===== src/rtl/ps2_key_event_ctrl.sv =====
// Decodes the PS/2 scancode byte stream (E0 extended / F0 break prefixes) into key events held
// in a first-word fall-through FIFO. Define PS2_TYPEMATIC_FILTER_EN to drop auto-repeat makes.
module ps2_key_event_ctrl #(
   parameter int unsigned FIFO_DEPTH     = 4,
   parameter int unsigned TIMEOUT_CYCLES = 50000
) (
   input  logic       clk,
   input  logic       reset_n,
   input  logic       valid_scan_code,
   input  logic [7:0] scan_code,
   input  logic       evt_ready,
   output logic       evt_valid,
   output logic [7:0] evt_code,
   output logic       evt_ext,
   output logic       evt_break,
   output logic       timeout,
   output logic       overflow,
   output logic       err_code
);

   localparam int unsigned PTR_W = $clog2(FIFO_DEPTH);
   localparam int unsigned OCC_W = PTR_W + 1;
   localparam int unsigned TMO_W = $clog2(TIMEOUT_CYCLES);
   localparam logic [OCC_W-1:0] OCC_FULL = OCC_W'(FIFO_DEPTH);
   localparam logic [TMO_W-1:0] TMO_LAST = TMO_W'(TIMEOUT_CYCLES - 1);

   typedef struct packed {
      logic [7:0] code;
      logic       ext;
      logic       brk;
   } key_evt_t;

   typedef enum logic [1:0] {
      S_IDLE,
      S_EXT,
      S_BRK,
      S_EXT_BRK
   } state_t;

   state_t           state_q, state_d;
   logic [TMO_W-1:0] tmo_cnt_q, tmo_cnt_d;
   logic             vsc_prev_q, vsc_prev_d;
   logic             timeout_q, timeout_d;
   logic             err_code_q, err_code_d;
   logic             overflow_q, overflow_d;
   logic             evt_valid_q, evt_valid_d;
   key_evt_t         head_q, head_d;
   key_evt_t         mem_q [FIFO_DEPTH];
   key_evt_t         mem_d [FIFO_DEPTH];
   logic [PTR_W-1:0] wr_ptr_q, wr_ptr_d;
   logic [PTR_W-1:0] rd_ptr_q, rd_ptr_d;
   logic [OCC_W-1:0] occ_q, occ_d;

   logic             strobe_c;
   logic             in_ext_c;
   logic             in_brk_c;
   logic             dec_vld_c;
   key_evt_t         dec_evt_c;
   logic             push_c;
   logic             pop_c;
   logic             full_c;
   logic             wr_en_c;

   // Prefix sequencer: next state, decoded event, timeout and error pulses
   always_comb begin
      state_d    = state_q;
      tmo_cnt_d  = tmo_cnt_q;
      timeout_d  = 1'b0;
      err_code_d = 1'b0;
      dec_vld_c  = 1'b0;
      dec_evt_c  = '0;
      in_ext_c   = 1'b0;
      in_brk_c   = 1'b0;
      vsc_prev_d = valid_scan_code;
      strobe_c   = valid_scan_code & ~vsc_prev_q;

      case (state_q)
         S_EXT:     in_ext_c = 1'b1;
         S_BRK:     in_brk_c = 1'b1;
         S_EXT_BRK: begin
            in_ext_c = 1'b1;
            in_brk_c = 1'b1;
         end
         default:   ;
      endcase

      if (strobe_c) begin
         tmo_cnt_d = '0;
         if (scan_code == 8'h00 || scan_code == 8'hFF) begin
            err_code_d = 1'b1;
            state_d    = S_IDLE;
         end else if (scan_code == 8'hE0) begin
            // E0 always restarts an extended sequence, discarding any pending break
            state_d = S_EXT;
         end else if (scan_code == 8'hF0) begin
            state_d = in_ext_c ? S_EXT_BRK : S_BRK;
         end else begin
            dec_vld_c      = 1'b1;
            dec_evt_c.code = scan_code;
            dec_evt_c.ext  = in_ext_c;
            dec_evt_c.brk  = in_brk_c;
            state_d        = S_IDLE;
         end
      end else if (state_q != S_IDLE) begin
         if (tmo_cnt_q == TMO_LAST) begin
            state_d   = S_IDLE;
            tmo_cnt_d = '0;
            timeout_d = 1'b1;
         end else begin
            tmo_cnt_d = tmo_cnt_q + TMO_W'(1);
         end
      end
   end

`ifdef PS2_TYPEMATIC_FILTER_EN
   typedef struct packed {
      logic       vld;
      logic       ext;
      logic [7:0] code;
   } held_t;

   held_t held_q, held_d;
   logic  held_match_c;

   // Auto-repeat filter: a make of the currently held key is swallowed
   always_comb begin
      held_d       = held_q;
      push_c       = dec_vld_c;
      held_match_c = held_q.vld && (held_q.ext == dec_evt_c.ext) &&
                     (held_q.code == dec_evt_c.code);
      if (dec_vld_c) begin
         if (!dec_evt_c.brk) begin
            if (held_match_c) begin
               push_c = 1'b0;
            end else begin
               held_d.vld  = 1'b1;
               held_d.ext  = dec_evt_c.ext;
               held_d.code = dec_evt_c.code;
            end
         end else if (held_match_c) begin
            held_d.vld = 1'b0;
         end
      end
   end

   always_ff @(posedge clk or negedge reset_n) begin
      if (!reset_n) begin
         held_q <= '0;
      end else begin
         held_q <= held_d;
      end
   end
`else
   assign push_c = dec_vld_c;
`endif

   // Event FIFO; head fields are registered from the post-update memory view
   always_comb begin
      mem_d      = mem_q;
      wr_ptr_d   = wr_ptr_q;
      rd_ptr_d   = rd_ptr_q;
      occ_d      = occ_q;
      full_c     = (occ_q == OCC_FULL);
      pop_c      = evt_valid_q & evt_ready;
      wr_en_c    = push_c & (~full_c | pop_c);
      overflow_d = push_c & full_c & ~pop_c;

      if (wr_en_c) begin
         mem_d[wr_ptr_q] = dec_evt_c;
         wr_ptr_d        = wr_ptr_q + PTR_W'(1);
      end
      if (pop_c) begin
         rd_ptr_d = rd_ptr_q + PTR_W'(1);
      end
      if (wr_en_c && !pop_c) begin
         occ_d = occ_q + OCC_W'(1);
      end else if (!wr_en_c && pop_c) begin
         occ_d = occ_q - OCC_W'(1);
      end

      evt_valid_d = (occ_d != '0);
      head_d      = evt_valid_d ? mem_d[rd_ptr_d] : '0;
   end

   always_ff @(posedge clk or negedge reset_n) begin
      if (!reset_n) begin
         state_q     <= S_IDLE;
         tmo_cnt_q   <= '0;
         vsc_prev_q  <= 1'b0;
         timeout_q   <= 1'b0;
         err_code_q  <= 1'b0;
         overflow_q  <= 1'b0;
         evt_valid_q <= 1'b0;
         head_q      <= '0;
         mem_q       <= '{default: '0};
         wr_ptr_q    <= '0;
         rd_ptr_q    <= '0;
         occ_q       <= '0;
      end else begin
         state_q     <= state_d;
         tmo_cnt_q   <= tmo_cnt_d;
         vsc_prev_q  <= vsc_prev_d;
         timeout_q   <= timeout_d;
         err_code_q  <= err_code_d;
         overflow_q  <= overflow_d;
         evt_valid_q <= evt_valid_d;
         head_q      <= head_d;
         mem_q       <= mem_d;
         wr_ptr_q    <= wr_ptr_d;
         rd_ptr_q    <= rd_ptr_d;
         occ_q       <= occ_d;
      end
   end

   assign evt_valid = evt_valid_q;
   assign evt_code  = head_q.code;
   assign evt_ext   = head_q.ext;
   assign evt_break = head_q.brk;
   assign timeout   = timeout_q;
   assign overflow  = overflow_q;
   assign err_code  = err_code_q;

endmodule

===== config.mk =====
export PLATFORM = sky130hd
export DESIGN_NAME = ps2_key_event_ctrl
export DESIGN_NICKNAME = d
export VERILOG_FILES = /design/src/rtl/ps2_key_event_ctrl.sv
export SDC_FILE = /design/constraint.sdc
export NUM_CORES = 1
export LEC_CHECK = 0
export CAP_MARGIN = 20
export CORE_MARGIN = 1
export CORE_UTILIZATION = 35
export CTS_BUF_LIST = sky130_fd_sc_hd__clkbuf_4 sky130_fd_sc_hd__clkbuf_8
export CTS_CLUSTER_DIAMETER = 60
export DETAILED_ROUTE_END_ITERATION = 10
export PLACE_DENSITY = 0.58
export SLEW_MARGIN = 30
export SYNTH_ARGS = -nofsm -noshare
export SYNTH_HDL_FRONTEND = slang
export SYNTH_SLANG_ARGS = --single-unit

===== constraint.sdc =====
create_clock -name clk -period 6.2 [get_ports clk]
set_input_delay 0.93 -clock clk [delete_from_list [all_inputs] [get_ports clk]]
set_output_delay 0.93 -clock clk [all_outputs]
set_load 0.01 [all_outputs]

== Yosys cells after proc, flatten, opt, wreduce, memory -nomap -nowiden ==
Cells that the tools add are included.

* Flip-flop bits (word level): 80
* Bits of input ports: 12

* $add $sub $neg: 5
* Order comparisons: 3
* Eq/ne operators: 8
* Multiplexer cells: 36
* Bitwise logic cells: 11
* Reduce and logical (&&, ||, !) cells: 14

{| class="wikitable"
|+ Operators by type and width
! kind !! number
|-
| $mux 10 || 8
|-
| $mux 16 || 3
|-
| $bwmux 40 || 1
|-
| $mux 40 || 1
|-
| $eq 8x8->1 const B || 3
|-
| $bmux 10 s2 || 1
|-
| $demux 10 s2 || 1
|-
| $add 16x1->16 const B || 1
|-
| $eq 16x16->1 const B || 1
|-
| $mux 2 || 7
|-
| $mux 1 || 12
|-
| $logic_not 8->1 || 1
|-
| $ge 3x3->1 const B || 2
|-
| $mux 3 || 2
|-
| $not 2->3 || 2
|-
| $reduce_bool 2->1 || 3
|-
| $and 1x1->1 || 5
|-
| $add 2x1->2 const B || 2
|-
| $eq 2x2->1 const B || 2
|-
| $reduce_or 2->1 || 2
|-
| $add 3x1->3 const B || 1
|-
| $eq 3x3->1 const B || 1
|-
| $logic_and 1x1->1 || 3
|-
| $lt 3x1->1 const B || 1
|-
| other kinds (8) || 11
|}

== Logic depth before layout (Yosys ltp) ==
Gate-level depths: netlist of run 1.

* Depth after elaboration: 13
* Mapped depth: 9
* Mapped depth without buffers: 8

== Worst setup path after synthesis of run 1 ==
OpenSTA, ideal clock, no wires.

* Kind: input-to-reg
* Start point: input port scan_code[0]
* End point: register head_q (netlist bit evt_code[1])
* Library setup time: 0.128 ns
* Data arrival time: 2.650 ns
* Slack: 3.422 ns
* Cell stages on the path: 8
* Buffers on the path: 2
* Cell sequence: buf_6 nor4_4 a21o_4 a21boi_4 a2111o_1 a221oi_2 buf_6 a31oi_1

{| class="wikitable"
|+ RTL lines
! item !! RTL line !! text
|-
| start: declaration || 10 || <nowiki>input logic [7:0] scan_code,</nowiki>
|-
| end signal: assignment || 194 || <nowiki>head_q <= '0;</nowiki>
|-
| end signal: assignment || 207 || <nowiki>head_q <= head_d;</nowiki>
|-
| end: declaration || 47 || <nowiki>key_evt_t head_q, head_d;</nowiki>
|}

==> results of run 1 <==
[synth_stat cells, drive strengths merged, types with 7 or more instances]
master	instances	share of area
dfrtp	80	0.48
nand2	42	0.038
nor2	42	0.038
a21oi	25	0.031
o21ai	21	0.026
o211ai	17	0.031
mux2	16	0.044
inv	13	0.012
buf	12	0.018
nand3	10	0.012
a22o	9	0.020
and3	9	0.014
clkbuf	9	0.011
or3	9	0.014
ha	8	0.024
a22oi	7	0.013
and2	7	0.011
nand4	7	0.011
[kinds of logic (layout without fill, tap and decap cells)]
group,count (synthesis),in the layout
buf+inv,35,60
simple gates,154,154
flops,80,80
xor+xnor,8,8
compound gates,112,112
fa+ha+maj,8,8
mux,20,20
[state kept, by name (all words and copies together), names as in the netlist, 2 cells and up]
signal	count
wr_ptr_q	2
rd_ptr_q	2
evt_code	8
tmo_cnt_q	16
mem_q	40
state_q	2
occ_q	3
[power breakdown]
group / switching, mW / internal, mW
Clock: 0.188 / 0.216
Sequential: 0.0867 / 0.695
Combinational: 0.447 / 0.380
[worst min-delay path, cell delays in order (launching register included)]
cell and delay [ns]:
dfrtp_1 0.35, nand2_1 0.05, nand2_1 0.05
[per-layer routing]
metal	wire (microns)	track usage
met3	409	0.0492
met1	4660	0.224
met5	0	0
met4	138	0.0489
met2	4500	0.268
[path summary, 6_finish.rpt]
kind / startpoint / end / cells after the start
min in group asynchronous: reset_n / mem_q[14]$_DFF_PN0_ / 1
max in group asynchronous: reset_n / mem_q[1]$_DFF_PN0_ / 1
hold / removal: mem_q[10]$_DFF_PN0_ / mem_q[10]$_DFF_PN0_ / 2
setup reg to reg: vsc_prev_q$_DFF_PN0_ / evt_break$_DFF_PN0_ / 7
hold reg to reg: mem_q[10]$_DFF_PN0_ / mem_q[10]$_DFF_PN0_ / 2
setup / recovery: scan_code[0] / evt_break$_DFF_PN0_ / 8
[through the flow]
stage / setup slack, ns / instance area [sq um] / total power, mW / hold WS [ns]
3_5_place_dp: 2.32 / 4490 / 1.62 / 0.461
6_report: 2.63 / 4700 / 2.01 / 0.477
4_1_cts: 2.71 / 4700 / 2.03 / 0.481
3_3_place_gp: 2.28 / 4480 / 1.60 / 0.453
2_1_floorplan: 3.42 / 4140 / 1.37 / 0.439
5_1_grt: 2.42 / 4700 / 2.17 / 0.499
[final cells by class]
type | instances | area [sq um]
clock buffer | 12 | 165
clock inverter | 3 | 40.0
fill | 1125 | 6770
inverter | 14 | 52.6
multi-input combinational | 302 | 1960
sequential | 80 | 2000
tap | 143 | 179
timing repair buffer | 31 | 297
==> summary.md, run 1 <==
| Metric | Value |
|---|---|
| Status | finished, final reports clean |
| Leakage power figure | 2.05 nW |
| Critical path class | input port to flip-flop |
| Core ar. | 11500 sq um |
| Max Fanout on Critical Path | 9 |
| Clock sink count | 80 |
| Largest family of logic cells by synthesized area | compound AO/OA/AOI/OAI gates |
| N_diodes | 0 |
| Synth Area in Simple Gates | 0.189 |
| Post-Synth Adder-Cell Area | 0.0242 |
| Synth Cell Area | 4140 sq um |
| Clock skew | 0.00826 ns |
| Final period utilization | 0.575 |
| GRT Resource Usage Total | 0.169 |
| Layout cell share with drive strength beyond 1 | 0.133 |
| Final core utilization | 0.410 |
| DR WL/cell | 16.6 microns |
| Setup_tns | 0 ns |
| CTS tree | built |
| MaxCap Viol Count | 0 |
| Worst Setup Start Kind | input port |
| Post-synthesis mux area share | 0.0533 |
| Post-synth top flop | dfrtp_1 |
| Synth Area in XOR/XNOR | 0.0169 |
| Worst setup EP type | flip-flop |
| Die height | 111 microns |
| Syn_area_per_cell | 9.92 sq um |
| Ys async rst share | 1.00 |
| Syn Inst Count | 417 |
| Grt ovf | 0 |
| Via density | 5.52 |
| Highest-count cells in the layout ignoring fill and taps | dfrtp_1, nand2_1, nor2_1 |
| Vias after detailed routing | 3227 |
| Clock Root Buffer | clkbuf_8 |
| Die W | 111 microns |
| ANT nets after route | 0 |
| Most common cell after layout, fill and taps aside | dfrtp_1 |
| Post-CTS Resized | 0 |
| Reg2Reg Setup Slack | 3.45 ns |
| DP HPWL | 6.39 mm |
| HP Class | flip-flop to flip-flop |
| Port Buffers | 25 |
| Delay-heaviest family, CP | compound AO/OA/AOI/OAI gates |
| Area Overhead vs Synth | 13.6% |
| Crit path largest cell delay | 0.60 ns |
| First-pass DRT Iterations | 5 |
| RSZ-0062 raised after global routing | false |
| Final GP Congestion | 0.814 |
| Synth Area in Compound Gates | 0.191 |
| Fin nets | 458 |
| Largest net degree at the start of global routing | 81 |
| Worst slew pin tran | 0.913 ns |
| CP Buf/Inv Count | 2 |
| Fin cells | 585 |
| Final Slew Violations | 0 |
| Seq cells post-synth | 80 |
| Cell breakdown of the critical path | clkdlybuf4s50_1, nor4_4, a211oi_1, nor3_1, a32oi_1, a221oi_2, buf_4, a21oi_1 |
| Maximum clock rate | 0.280 GHz |
| Syn nets | 437 |
| I/O Pins | 26 |
| DRC Markers | 0 |
| Initial Util | 0.361 |
| Clock Latency Late Sink | 0.36 ns |
| Final worst path period need | 3.57 ns |
| # Post-CTS Setup Buffers | 0 |
| Peak VDD IR | 0.346 mV |
| # hold bufs at CTS | 0 |
| Total CTS buffers | 9 |
| Number of enable flip-flop cells after synthesis | 0 |
| Die area | 12300 sq um |
| Dpl cells | 570 |
| Distinct cells, synth | 61 |
| CTS Buffer Depth | 2 |
| Starting DRT DRC Count | 156 |
| Slew HR | 0.385 |
| Count of final setup violators | 0 |
| Final Hold Fails | 0 |
| Slowest stage cell, crit path | nor4_4 |
| PD cells | 428 nW/um^2 |
| FP Rows | 39 |
| Clk pin slew, worst setup/hold paths | 0.08 ns |
| Seq/Total Area, Yosys | 0.484 |
| Critical Path AT | 3.81 ns |
| Ys Warns | 0 |
| Final wirelength | 9.71 mm |
| Initial antenna violation count | 0 |
| Critical Path RT | 6.45 ns |
| First-pass GRT wire length | 16.4 mm |
| Vias in the first global route | 3221 |
| H-tree levels | 3 |
No activity file was read; power rests on OpenSTA's default activity.
==> inputs of run 2 (changes only) <==
- PLACE_DENSITY: 0.58 -> 0.6
- clock period: 6.2 -> 3.01 ns (I/O delays scaled with it)
==> summary.md, run 2 (synthesis results as in run 1) <==
| Metric | Value |
|---|---|
| Status | finished, final reports clean |
| Initial antenna violation count | 0 (unchanged) |
| Vias in the first global route | 3214 (-0.22%) |
| Die height | 111 microns (unchanged) |
| Final Hold Fails | 0 (unchanged) |
| Max Fanout on Critical Path | 6 (-3) |
| Via density | 5.31 (-3.7%) |
| First-pass GRT wire length | 16.2 mm (-1.4%) |
| Peak VDD IR | 0.489 mV (+42%) |
| Critical Path RT | 3.26 ns (-3.19 ns) |
| Clock sink count | 80 (unchanged) |
| Final wirelength | 9.53 mm (-1.9%) |
| Maximum clock rate | 0.391 GHz |
| Die area | 12300 sq um (unchanged) |
| Vias after detailed routing | 3225 (-0.062%) |
| Clock Root Buffer | clkbuf_8 |
| H-tree levels | 3 (unchanged) |
| Critical Path AT | 2.81 ns (-1.00 ns) |
| Leakage power figure | 2.16 nW (+5.3%) |
| Layout cell share with drive strength beyond 1 | 0.175 (+0.0411) |
| # Post-CTS Setup Buffers | 0 (unchanged) |
| Most flops, register | mem_q |
| Final period utilization | 0.849 |
| CTS Buffer Depth | 2 (unchanged) |
| HP Class | input port to async pin |
| MaxCap Viol Count | 0 (unchanged) |
| Worst slew pin tran | 0.813 ns (-0.0991 ns) |
| Grt ovf | 0 (unchanged) |
| CTS tree | built |
| Clock skew | 0.0105 ns (+0.00228 ns) |
| Fin cells | 607 (+3.8%) |
| Highest-count cells in the layout ignoring fill and taps | dfrtp_1, nand2_1, nor2_1 |
| GRT Resource Usage Total | 0.164 (-0.00503) |
| Post-CTS Resized | 0 (unchanged) |
| First-pass DRT Iterations | 4 (-1) |
| Dpl cells | 591 (+3.7%) |
| Total CTS buffers | 9 (unchanged) |
| # hold bufs at CTS | 0 (unchanged) |
| Die W | 111 microns (unchanged) |
| Final worst path period need | 2.56 ns |
| Max reg flops | 40 (unchanged) |
| RSZ-0062 raised after global routing | false |
| Slew HR | 0.452 (+0.0668) |
| Core ar. | 11500 sq um (unchanged) |
| Final Slew Violations | 0 (unchanged) |
| Port Buffers | 25 (unchanged) |
| Clk pin slew, worst setup/hold paths | 0.09 ns (about the same) |
| Worst setup EP type | flip-flop |
| Final GP Congestion | 0.787 (-3.4%) |
| Fin Hold WS | 0.111 ns (-0.367 ns) |
| Fin nets | 479 (+4.6%) |
| Area Overhead vs Synth | 17.9% |
| N_diodes | 0 (unchanged) |
| I/O Pins | 26 (unchanged) |
| Largest net degree at the start of global routing | 81 (unchanged) |
| Initial Util | 0.361 (unchanged) |
| DR WL/cell | 15.7 microns (-5.4%) |
| Most common cell after layout, fill and taps aside | dfrtp_1 |
| PD cells | 875 nW/um^2 (+100%) |
| Starting DRT DRC Count | 176 (+13%) |
| ANT nets after route | 0 (unchanged) |
| Worst Setup Start Kind | input port |
| Critical path class | input port to flip-flop |
| FP Rows | 39 (unchanged) |
| DRC Markers | 0 (unchanged) |
| Fill cell count | 1111 (-1.2%) |
| DP HPWL | 6.65 mm (+4.1%) |
| Setup_tns | 0 ns (unchanged) |
| Clock Latency Late Sink | 0.36 ns (about the same) |
| Count of final setup violators | 0 (unchanged) |
run 2: critical path, cell delays in order:
cell and delay [ns]:
clkdlybuf4s50_1 0.55, and4_2 0.35, a211oi_1 0.33, nor3_1 0.14, a2111o_1 0.41, a221oi_2 0.29, buf_4 0.22, a21oi_1 0.05
run 2: layout make-up:
type,count,area [sq um],share of cell area
clock buffer,9,124,0.0254
clock inverter,7,103,0.0210
inverter,14,52.6,0.0108
multi-input combinational,302,1960,0.402
sequential,80,2000,0.411
tap,143,179,0.0367
timing repair buffer,52,454,0.0931
run 2: worst paths after layout:
kind                            slack (ns)  depth (start not counted)                   to                 from
max in group asynchronous             2.39                          1  mem_q[20]$_DFF_PN0_              reset_n
worst max register to register        0.52                          9  evt_break$_DFF_PN0_   occ_q[0]$_DFF_PN0_
worst min-delay path                  0.11                          1  mem_q[34]$_DFF_PN0_              reset_n
min in group clk                      0.47                          2  mem_q[18]$_DFF_PN0_  mem_q[18]$_DFF_PN0_
worst max-delay path                  0.45                          8    evt_ext$_DFF_PN0_         scan_code[3]
worst min register to register        0.47                          2  mem_q[18]$_DFF_PN0_  mem_q[18]$_DFF_PN0_
run 2: per-layer routing:
layer / vias to the layer above / track usage / part of all wire
li1: 1593 / - / -
met1: 1572 / 0.226 / 0.49
met2: 51 / 0.259 / 0.47
met3: 9 / 0.0366 / 0.031
met4: 0 / 0.0453 / 0.010
met5: - / 0 / 0
run 2: power by group:
group	switching (mW)	total [mW]	internal (mW)
Sequential	0.178	1.61	1.43
Clock	0.426	0.905	0.479
Combinational	0.923	1.75	0.830
run 2: per-stage QoR:
step	worst slack, ns	power, mW	utilization	area (sq um)
after floorplan	0.710	2.81	-	4140
after global placement	0.136	3.35	0.405	4650
after detailed placement	0.114	3.38	0.405	4650
after CTS	0.503	4.30	0.425	4880
after global routing	0.278	4.59	0.425	4880
final	0.454	4.27	0.425	4880
